### src/rtl/irq_arbiter_pkg.sv
// irq_arbiter_pkg: shared config map, FSM encoding and mcause base for the interrupt arbiter
package irq_arbiter_pkg;

    localparam logic [7:0]  ADDR_EN    = 8'h00;
    localparam logic [7:0]  ADDR_EDGE  = 8'h01;
    localparam logic [7:0]  ADDR_THR   = 8'h02;
    localparam logic [7:0]  ADDR_PRIO  = 8'h10;
    localparam logic [31:0] CAUSE_BASE = 32'h8000_0010;

    typedef enum logic [1:0] {
        ST_IDLE,
        ST_PRESENT,
        ST_SERVICE
    } irq_state_e;

    function automatic logic [31:0] irq_cause_of(input logic [4:0] id);
        return CAUSE_BASE + {27'b0, id};
    endfunction

endpackage

### src/rtl/irq_arbiter_if.sv
// irq_arbiter_if: config register port plus the interrupt claim/complete handshake
interface irq_arbiter_if #(parameter int ID_W = 3);
    logic            cfg_we;
    logic [7:0]      cfg_addr;
    logic [31:0]     cfg_wdata;
    logic [31:0]     cfg_rdata;
    logic            irq_req;
    logic [ID_W-1:0] irq_id;
    logic [31:0]     irq_cause;
    logic            irq_claim;
    logic            irq_complete;
    logic [ID_W-1:0] complete_id;
    logic            busy;

    modport master (
        output cfg_we, cfg_addr, cfg_wdata, irq_claim, irq_complete, complete_id,
        input  cfg_rdata, irq_req, irq_id, irq_cause, busy
    );

    modport slave (
        input  cfg_we, cfg_addr, cfg_wdata, irq_claim, irq_complete, complete_id,
        output cfg_rdata, irq_req, irq_id, irq_cause, busy
    );
endinterface

### src/rtl/irq_prio_tree.sv
// irq_prio_tree: selects the highest-priority eligible source, lowest index winning ties
module irq_prio_tree #(
    parameter int N_SRC  = 8,
    parameter int PRIO_W = 3,
    parameter int ID_W   = $clog2(N_SRC)
) (
    input  logic [N_SRC-1:0]             elig,
    input  logic [N_SRC-1:0][PRIO_W-1:0] prio,
    output logic                         vld,
    output logic [ID_W-1:0]              id
);
    logic [PRIO_W-1:0] best;

    // ascending scan with a strict compare keeps the lowest index among equal priorities
    always_comb begin
        vld  = 1'b0;
        id   = '0;
        best = '0;
        for (int i = 0; i < N_SRC; i++)
            if (elig[i] && (!vld || prio[i] > best)) begin
                vld  = 1'b1;
                id   = ID_W'(i);
                best = prio[i];
            end
    end
endmodule

### src/rtl/irq_arbiter.sv
// irq_arbiter: latches external interrupt requests, arbitrates by priority and runs claim/complete
module irq_arbiter
    import irq_arbiter_pkg::*;
#(
    parameter int N_SRC  = 8,
    parameter int PRIO_W = 3,
    parameter int ID_W   = $clog2(N_SRC)
) (
    input  logic             clk,
    input  logic             clr_n,
    input  logic [N_SRC-1:0] src_irq,
    input  logic             global_int_en,
    irq_arbiter_if.slave     bus
);
    logic [N_SRC-1:0]             en_q, edge_q, src_d, pend_q, clr, mask, elig;
    logic [PRIO_W-1:0]            thr_q;
    logic [N_SRC-1:0][PRIO_W-1:0] prio_q;
    logic [ID_W-1:0]              svc_id, win_id;
    logic                         win_vld;
    irq_state_e                   state;

    // config register writes; a write lands at the edge so arbitration sees it from the next cycle
    always_ff @(posedge clk or negedge clr_n)
        if (!clr_n) begin
            en_q   <= '0;
            edge_q <= '0;
            thr_q  <= '0;
            prio_q <= '0;
        end else if (bus.cfg_we) begin
            if (bus.cfg_addr == ADDR_EN)   en_q   <= bus.cfg_wdata[N_SRC-1:0];
            if (bus.cfg_addr == ADDR_EDGE) edge_q <= bus.cfg_wdata[N_SRC-1:0];
            if (bus.cfg_addr == ADDR_THR)  thr_q  <= bus.cfg_wdata[PRIO_W-1:0];
            for (int i = 0; i < N_SRC; i++)
                if (bus.cfg_addr == ADDR_PRIO + 8'(i)) prio_q[i] <= bus.cfg_wdata[PRIO_W-1:0];
        end

    // combinational config readback, unmapped addresses read as zero
    always_comb begin
        bus.cfg_rdata = '0;
        if (bus.cfg_addr == ADDR_EN)   bus.cfg_rdata = 32'(en_q);
        if (bus.cfg_addr == ADDR_EDGE) bus.cfg_rdata = 32'(edge_q);
        if (bus.cfg_addr == ADDR_THR)  bus.cfg_rdata = 32'(thr_q);
        for (int i = 0; i < N_SRC; i++)
            if (bus.cfg_addr == ADDR_PRIO + 8'(i)) bus.cfg_rdata = 32'(prio_q[i]);
    end

    // claim clears the presented edge source; an in-service level source is hidden from arbitration
    always_comb begin
        clr  = '0;
        mask = '0;
        elig = '0;
        for (int i = 0; i < N_SRC; i++) begin
            clr[i]  = state == ST_PRESENT && bus.irq_claim && bus.irq_id == ID_W'(i);
            mask[i] = state == ST_SERVICE && svc_id == ID_W'(i) && !edge_q[i];
            elig[i] = pend_q[i] && en_q[i] && prio_q[i] > thr_q && !mask[i];
        end
    end

    // pending: edge sources latch a rising edge (set beats claim), level sources track the line
    always_ff @(posedge clk or negedge clr_n)
        if (!clr_n) begin
            src_d  <= '0;
            pend_q <= '0;
        end else begin
            src_d  <= src_irq;
            pend_q <= (edge_q & ((src_irq & ~src_d) | (pend_q & ~clr))) | (~edge_q & src_irq);
        end

    irq_prio_tree #(.N_SRC(N_SRC), .PRIO_W(PRIO_W), .ID_W(ID_W)) u_tree (
        .elig (elig),
        .prio (prio_q),
        .vld  (win_vld),
        .id   (win_id)
    );

    // arbitration FSM; a claim takes precedence over the winner disappearing in the same cycle
    always_ff @(posedge clk or negedge clr_n)
        if (!clr_n) begin
            state         <= ST_IDLE;
            svc_id        <= '0;
            bus.irq_req   <= 1'b0;
            bus.irq_id    <= '0;
            bus.irq_cause <= '0;
            bus.busy      <= 1'b0;
        end else begin
            case (state)
                ST_IDLE:
                    if (win_vld && global_int_en) begin
                        state         <= ST_PRESENT;
                        bus.irq_req   <= 1'b1;
                        bus.irq_id    <= win_id;
                        bus.irq_cause <= irq_cause_of(5'(win_id));
                    end
                ST_PRESENT:
                    if (bus.irq_claim) begin
                        state       <= ST_SERVICE;
                        svc_id      <= bus.irq_id;
                        bus.irq_req <= 1'b0;
                        bus.busy    <= 1'b1;
                    end else if (!win_vld || !global_int_en) begin
                        state       <= ST_IDLE;
                        bus.irq_req <= 1'b0;
                    end else begin
                        bus.irq_id    <= win_id;
                        bus.irq_cause <= irq_cause_of(5'(win_id));
                    end
                ST_SERVICE:
                    if (bus.irq_complete && bus.complete_id == svc_id) begin
                        state    <= ST_IDLE;
                        bus.busy <= 1'b0;
                    end
                default: state <= ST_IDLE;
            endcase
        end
endmodule

### src/flat_wrapper.sv
// flat-port wrapper written by rule: the top's interface ports become plain ports
module irq_arbiter_flat import irq_arbiter_pkg::*;
#(
    parameter int N_SRC  = 8,
    parameter int PRIO_W = 3,
    parameter int ID_W   = $clog2(N_SRC)
)
  (clk, clr_n, src_irq, global_int_en, bus_cfg_we, bus_cfg_addr, bus_cfg_wdata, bus_irq_claim, bus_irq_complete, bus_complete_id, bus_cfg_rdata, bus_irq_req, bus_irq_id, bus_irq_cause, bus_busy);
  irq_arbiter_if #(.ID_W(ID_W)) bus_i ();
  input  logic clk;
  input  logic clr_n;
  input  logic [N_SRC-1:0] src_irq;
  input  logic global_int_en;
  input wire logic [$bits(bus_i.cfg_we)-1:0] bus_cfg_we;
  input wire logic [$bits(bus_i.cfg_addr)-1:0] bus_cfg_addr;
  input wire logic [$bits(bus_i.cfg_wdata)-1:0] bus_cfg_wdata;
  input wire logic [$bits(bus_i.irq_claim)-1:0] bus_irq_claim;
  input wire logic [$bits(bus_i.irq_complete)-1:0] bus_irq_complete;
  input wire logic [$bits(bus_i.complete_id)-1:0] bus_complete_id;
  output wire logic [$bits(bus_i.cfg_rdata)-1:0] bus_cfg_rdata;
  output wire logic [$bits(bus_i.irq_req)-1:0] bus_irq_req;
  output wire logic [$bits(bus_i.irq_id)-1:0] bus_irq_id;
  output wire logic [$bits(bus_i.irq_cause)-1:0] bus_irq_cause;
  output wire logic [$bits(bus_i.busy)-1:0] bus_busy;
  assign bus_i.cfg_we = bus_cfg_we;
  assign bus_i.cfg_addr = bus_cfg_addr;
  assign bus_i.cfg_wdata = bus_cfg_wdata;
  assign bus_i.irq_claim = bus_irq_claim;
  assign bus_i.irq_complete = bus_irq_complete;
  assign bus_i.complete_id = bus_complete_id;
  assign bus_cfg_rdata = bus_i.cfg_rdata;
  assign bus_irq_req = bus_i.irq_req;
  assign bus_irq_id = bus_i.irq_id;
  assign bus_irq_cause = bus_i.irq_cause;
  assign bus_busy = bus_i.busy;
  irq_arbiter #(.N_SRC(N_SRC), .PRIO_W(PRIO_W), .ID_W(ID_W)) u_core (.clk(clk), .clr_n(clr_n), .src_irq(src_irq), .global_int_en(global_int_en), .bus(bus_i));
endmodule
### config.mk
export PLATFORM = sky130hd
export DESIGN_NAME = irq_arbiter_flat
export DESIGN_NICKNAME = d
export VERILOG_FILES = /design/src/rtl/irq_arbiter_pkg.sv /design/src/rtl/irq_arbiter_if.sv /design/src/rtl/irq_prio_tree.sv /design/src/rtl/irq_arbiter.sv /design/src/flat_wrapper.sv
export SDC_FILE = /design/constraint.sdc
export NUM_CORES = 1
export LEC_CHECK = 0
export BUFFER_PORTS_ARGS = -buffer_cell sky130_fd_sc_hd__buf_4
export CAP_MARGIN = 15
export CELL_PAD_IN_SITES_DETAIL_PLACEMENT = 1
export CELL_PAD_IN_SITES_GLOBAL_PLACEMENT = 1
export CORE_ASPECT_RATIO = 0.8
export CORE_MARGIN = 1
export CORE_UTILIZATION = 44
export CTS_CLUSTER_DIAMETER = 40
export DETAILED_ROUTE_END_ITERATION = 7
export PLACE_DENSITY_LB_ADDON = 0.25
export REMOVE_ABC_BUFFERS = 1
export SYNTH_ARGS = -nofsm -noshare
export SYNTH_HDL_FRONTEND = slang
export SYNTH_SLANG_ARGS = --single-unit
### constraint.sdc
create_clock -name clk -period 18.1 [get_ports clk]
set_input_delay 2.715 -clock clk [delete_from_list [all_inputs] [get_ports clk]]
set_output_delay 2.715 -clock clk [all_outputs]
set_load 0.01 [all_outputs]
## Word level (Yosys, flattened, before mapping)

Cells that the tools add are included.

- Input bits: 57
- Register bits after elaboration: 101

- Add/subtract/negate cells: 1
- Reduce and logical (&&, ||, !) cells: 113
- Eq/ne operators: 33
- Multiplexer cells: 53
- Bitwise logic cells: 9
- $lt $le $gt $ge: 15

Operators with widths:

| kind | count |
|---|---|
| 32-bit two-way mux | 3 |
| 8-bit two-way mux | 11 |
| 8-bit by 5-bit == test with 1-bit output, second input constant | 8 |
| 32-bit one-hot mux with 2 select lines | 1 |
| 1-bit logical AND | 58 |
| 3-bit two-way mux | 16 |
| 3-bit > comparator | 15 |
| 32-bit by 3-bit adder with 32-bit output, first input constant | 1 |
| 8-bit bitwise AND | 4 |
| 1-bit zero test | 25 |
| 3-bit == test, second input constant | 8 |
| 8-bit NOT | 3 |
| 2-bit AND reduction | 12 |
| 8-bit bitwise OR | 2 |
| 1-bit two-way mux | 14 |
| 3-bit by 2-bit == test with 1-bit output, second input constant | 4 |
| 3-bit AND reduction | 3 |
| 8-bit by 1-bit == test with 1-bit output, second input constant | 1 |
| 8-bit by 2-bit == test with 1-bit output, second input constant | 1 |
| 8-bit zero test | 1 |
| 1-bit logical OR | 8 |
| 2-bit two-way mux | 4 |
| 2-bit inequality test, second input constant | 4 |
| 3-bit by 1-bit == test with 1-bit output, second input constant | 2 |
| other kinds (12) | 15 |

## Longest topological paths before layout

- Depth after elaboration: 39
- Gate-level depth with buffers: 62

## Cells and area by module

A second synthesis with hierarchy kept.

- Cells, all modules: 552
- Area, all modules: 5236.3 µm²

Modules (own cells, without submodules):

| module | seq. area each (µm²) | instances | cells each | area an instance (µm²) |
|---|---|---|---|---|
| irq_arbiter | 1751.7 | 1 | 414 | 4239.1 |
| irq_prio_tree | 0.0 | 1 | 138 | 997.2 |

## Worst setup path after synthesis

Ideal clock, no wire load.

- Kind: reg-to-reg
- Start: reg u_core.thr_q[1]
- End: reg u_core.bus.irq_cause[2]
- Library setup time: 0.121 ns
- Slack: 8.473 ns
- Data arrival time: 9.506 ns
- Stages on the path, launching flop included: 59
- Path buffers: 1
- Period minus slack after synthesis: 9.627 ns
- Cells stage by stage: dfrtp_1 -> inv_1 -> ha_1 -> nor2b_1 -> o21ai_0 -> a21oi_1 -> nand2_1 -> ha_1 -> nor2b_1 -> o21a_1 -> o21ai_0 -> o21a_1 -> a22o_1 -> inv_1 -> ha_1 -> nor2b_1 -> o21ai_0 -> a32oi_1 -> (+23 left out) -> o21ai_0 -> o22a_1 -> o221ai_2 -> and2_1 -> ha_1 -> a21o_1 -> a21oi_1 -> a311o_1 -> o21a_1 -> nor2_1 -> a31o_1 -> ha_1 -> a21o_1 -> a21oi_1 -> a31oi_1 -> a211oi_1 -> nand2_1 -> o22a_1

- Longest elaborated chain between the ends: 36

RTL lines:

| element | RTL line | source |
|---|---|---|
| from (decl) | irq_arbiter.sv:16 | `logic [PRIO_W-1:0] thr_q;` |
| from (signal assigned) | irq_arbiter.sv:32 | `if (bus.cfg_addr == ADDR_THR) thr_q <= bus.cfg_wdata[PRIO_W-1:0];` |
| 3-bit > comparator | irq_arbiter.sv:55 | `elig[i] = pend_q[i] && en_q[i] && prio_q[i] > thr_q && !mask[i];` |
| 1-bit logical AND (2 in series) | irq_arbiter.sv:55 |  |
| 3-bit two-way mux / 1-bit two-way mux (equally long branches) | irq_prio_tree.sv:20 | `if (elig[i] && (!vld \|\| prio[i] > best)) begin` |
| 3-bit > comparator / 1-bit zero test (equally long branches) | irq_prio_tree.sv:20 |  |
| 1-bit logical OR | irq_prio_tree.sv:20 |  |
| 1-bit logical AND | irq_prio_tree.sv:20 |  |
| 3-bit two-way mux / 1-bit two-way mux (equally long branches) | irq_prio_tree.sv:20 |  |
| 3-bit > comparator / 1-bit zero test (equally long branches) | irq_prio_tree.sv:20 |  |
| (+19 left out) | -- |  |
| 3-bit > comparator / 1-bit zero test (equally long branches) | irq_prio_tree.sv:20 |  |
| 1-bit logical OR | irq_prio_tree.sv:20 |  |
| 1-bit logical AND | irq_prio_tree.sv:20 |  |
| 3-bit two-way mux / 1-bit two-way mux (equally long branches) | irq_prio_tree.sv:20 |  |
| 32-bit by 3-bit adder with 32-bit output / 1-bit zero test (equally long branches) | irq_arbiter_pkg.sv:17, irq_arbiter.sv:100 |  |
| 32-bit two-way mux / 1-bit logical OR (equally long branches) | irq_arbiter.sv:100 | `end else if (!win_vld \|\| !global_int_en) begin` |
| 32-bit two-way mux / 2-bit inequality test (equally long branches) | -- |  |
| 32-bit one-hot mux with 2 select lines / 4-bit AND reduction (equally long branches) | -- |  |
| to (signal assigned) | irq_arbiter.sv:92 | `bus.irq_cause <= irq_cause_of(5'(win_id));` |
| to (signal assigned) | irq_arbiter.sv:105 | `bus.irq_cause <= irq_cause_of(5'(win_id));` |
| to (decl) | irq_arbiter_if.sv:22 | `output cfg_rdata, irq_req, irq_id, irq_cause, busy` |

Parallel ways exist; a longest one is shown, timed or not. The select of a mux whose other input is x is not followed.
A chain may end at the register's enable or synchronous reset.

## Worst setup path after layout

- Start: reg u_core.thr_q[2]
- End: reg u_core.bus.irq_cause[2]

Same word-level chain as after synthesis.

==> key figures <==
Status
  • Status: finished, final reports clean

Timing
  • Final setup skew: 0.00519 ns
  • Fmax: 0.0834 GHz
  • Slew of the pin with the lowest slew margin: 0.935 ns
  • Final worst path period need: 11.99 ns
  • Part of the cycle the worst path needs: 66.3%
  • Hold Vio Cnt, Final: 0
  • RSZ-0062 raised after global routing: no
  • # setup viols final: 0
  • Slew Viols, Final: 0
  • Setup Total Neg Slack: 0 ns
  • Max-slew headroom: between 30% and 40%

Layout
  • Area Overhead vs Synth: 10.9%
  • Share of cells above drive strength 1: between 20 and 25%
  • Fin util: 51.1%
  • NumNets Final: 664
  • N_diodes: 0

Worst setup path
  • CP Buf/Inv Count: 3
  • Worst Path Arrival: 12.22 ns
  • CP Class: flop to flop
  • Crit-path max FO: 10
  • CP max-delay cell: or2_0
  • CP Capture Type: flop
  • Top cell family by delay on the critical path: compound AO/OA/AOI/OAI gates
  • RR Startpoint: u_core.thr_q[2]
  • Crit path from: u_core.thr_q[2]
  • Slowest Stage Delay on Critical Path: 0.49 ns
  • Critical path launch point type: flop
  • Most frequent CP cell: ha_1
  • Critical Path RT: 18.32 ns

Yosys
  • Largest family of logic cells by synthesized area: compound AO/OA/AOI/OAI gates
  • Yosys warns: 0
  • Compound-Gate Fraction of Synth Area: 15.5%
  • Post-synth EDFFs: 0
  • Post-synthesis adder-cell area fraction: between 10 and 15%
  • Synth area leader: dfrtp_1
  • Synth top area share: 34.4%
  • Mapped Cells: 521
  • XOR/XNOR Fraction of Synth Area: 0.516%
  • Simple-Gate Fraction of Synth Area: between 10% and 20%
  • Synth area leaders: dfrtp_1, ha_1, mux2_2
  • Avg Cell Area, Syn: between 9 and 10 sq um
  • Ys flop type: dfrtp_1
  • Post-synth ARST share: 100%
  • Post-Synthesis Cell Area: between 0.005 and 0.006 sq mm
  • Post-synthesis register bit count: 70
  • Post-synthesis mux area share: about an eighth
  • Top-count cell post-synth: dfrtp_1
  • Register area share after synthesis: 34.4%
  • Synth top cells by count: dfrtp_1, buf_4, ha_1
  • Synth cell types: 63

Routing
  • Initial DRC count: between 150 and 200
  • DRC viols: 0
  • Post-Route WL: 14,400 microns
  • TritonRoute pass-1 iters: 4
  • Mean routed wirelength per cell: slightly above 20 microns
  • Via Count: 4,032
  • Antenna Violating Nets Remaining: 0
  • Via density: 5.67

Clock network
  • CTS sink cnt: 70
  • Worst-Skew Late Latency: 0.33 ns
  • CTS root buffer: clkbuf_16
  • CTS tree: yes
  • Hold buffer count at cts: 0
  • H-tree levels: 3
  • TritonCTS buffer count: 9
  • Worst-path clk slew: 0.06 ns
  • # resized after CTS: 0
  • CTS Buffer Depth: 2
  • Post-CTS Setup Bufs: 0

Global routing
  • First-pass GRT wire length: 22,700 microns
  • Tot GR Track Use: 25.1%
  • Largest net degree at the start of global routing: 71
  • Remaining Overflow, GRT: 0
  • Initial antenna violation count: 0
  • Vias in the first global route: between 4,000 and 5,000

Worst hold path
  • Hold path start: u_core.bus.irq_cause[4]
  • Tightest Hold Check Type: flop to flop

Floorplanning
  • Die Y-Extent: 98.2 microns
  • Die width: 122 microns
  • Initial Util: 46.1%
  • Total core area: 0.0111 sq mm
  • Boundary Pins: 126
  • Rows: 34
  • Die Area: roughly 0.012 sq mm

Placement
  • Routability cong.: between 0.8 and 0.9
  • Detail Placement HPWL: 10,800 microns
  • Input/output buffers: 50

Power and ir drop
  • Leakage: 2.61 nW
  • Worst vdd ir: 41.9 uV
  • PwrDens: ~86 mW/mm^2

Job
  • Maxcap violations: 0
## layer usage
layer	vias up	global-route usage, %	wire (microns)
met1	2026	33.9	6670
met3	16	5.90	777
met4	0	5.91	201
met5	-	0	0
met2	115	40.5	6730
li1	1875	-	-
## registers in the layout, summed over array words and instances (netlist names)
register	count
u_core.src_d	8
u_core.edge_q	8
u_core.bus.irq_id	2
u_core.bus.irq_req	1
u_core.prio_q	24
u_core.en_q	8
u_core.bus.irq_cause	2
u_core.thr_q	3
u_core.state	2
u_core.pend_q	8
u_core.bus.busy	1
u_core.svc_id	3
## cell type report
| class | count | area [sq um] |
|---|---|---|
| Multi-Input combinational cell | 409 | 2980 |
| Sequential cell | 70 | 1750 |
| Timing Repair Buffer | 50 | 375 |
| Clock buffer | 16 | 282 |
| Fill cell | 1270 | 5410 |
| Tap cell | 144 | 180 |
| Inverter | 22 | 82.6 |
## through the flow
| step | setup slack (ns) | instances | instance area (sq um) | total power, mW | hold WS (ns) |
|---|---|---|---|---|---|
| 2_1_floorplan | 8.33 | 501 | 4810 | 0.262 | 0.479 |
| 3_3_place_gp | 6.81 | 695 | 5370 | 0.308 | 0.475 |
| 3_5_place_dp | 6.38 | 695 | 5370 | 0.315 | 0.481 |
| 4_1_cts | 6.27 | 711 | 5650 | 0.486 | 0.496 |
| 5_1_grt | 5.34 | 711 | 5650 | 0.508 | 0.523 |
| 6_report | 6.11 | 711 | 5650 | 0.484 | 0.492 |
## path summary, 6_finish.rpt
path                                                 to  cells past startpoint  slack [ns]
worst max-delay path            u_core.bus.irq_cause[2]                     58        6.11
worst min-delay path            u_core.bus.irq_cause[4]                      1        0.49
worst max register to register  u_core.bus.irq_cause[2]                     58        6.11
worst min register to register  u_core.bus.irq_cause[4]                      1        0.49
max in group asynchronous              u_core.prio_q[2]                      1       14.96
min in group asynchronous              u_core.edge_q[1]                      1        2.50
## worst reg2reg max path, delay by kind of cell (launching register included)
family	cells	cell delay [ns]
mux	1	0.40
buf+inv	3	0.50
flops	1	0.37
fa+ha+maj	8	2.32
simple gates	13	2.27
compound gates	33	6.09
## cells in the final DEF (no fill, tap or decap), types with 4 or more instances in the layout
| cell | instances |
|---|---|
| mux2i_1 | 10 |
| nand3b_1 | 4 |
| dfrtp_1 | 70 |
| a32o_1 | 8 |
| buf_4 | 50 |
| clkbuf_1 | 4 |
| a21o_1 | 4 |
| a31oi_1 | 8 |
| nand2b_1 | 5 |
| o21a_1 | 9 |
| mux2_2 | 44 |
| nor2b_1 | 18 |
| inv_1 | 22 |
| clkbuf_16 | 9 |
| nand3_1 | 23 |
| ha_1 | 45 |
| a21oi_1 | 13 |
| o211ai_1 | 5 |
| o21ai_0 | 22 |
| o22ai_1 | 5 |
| nor2_1 | 24 |
| nand2_1 | 40 |
| conb_1 | 51 |
| and2_1 | 4 |
## cells by family after synthesis
group / count (synthesis)
other cells: 1
mux: 57
simple gates: 145
buf+inv: 92
xor+xnor: 3
flops: 70
compound gates: 108
fa+ha+maj: 45
## where the power goes
part	total, mW	internal [mW]	switching, mW	leakage (nW)
registers	0.201	0.174	0.0272	0.901
clock network	0.170	0.104	0.0656	0.137
logic	0.113	0.0537	0.0592	1.57
(Power assumes the default switching activity.)
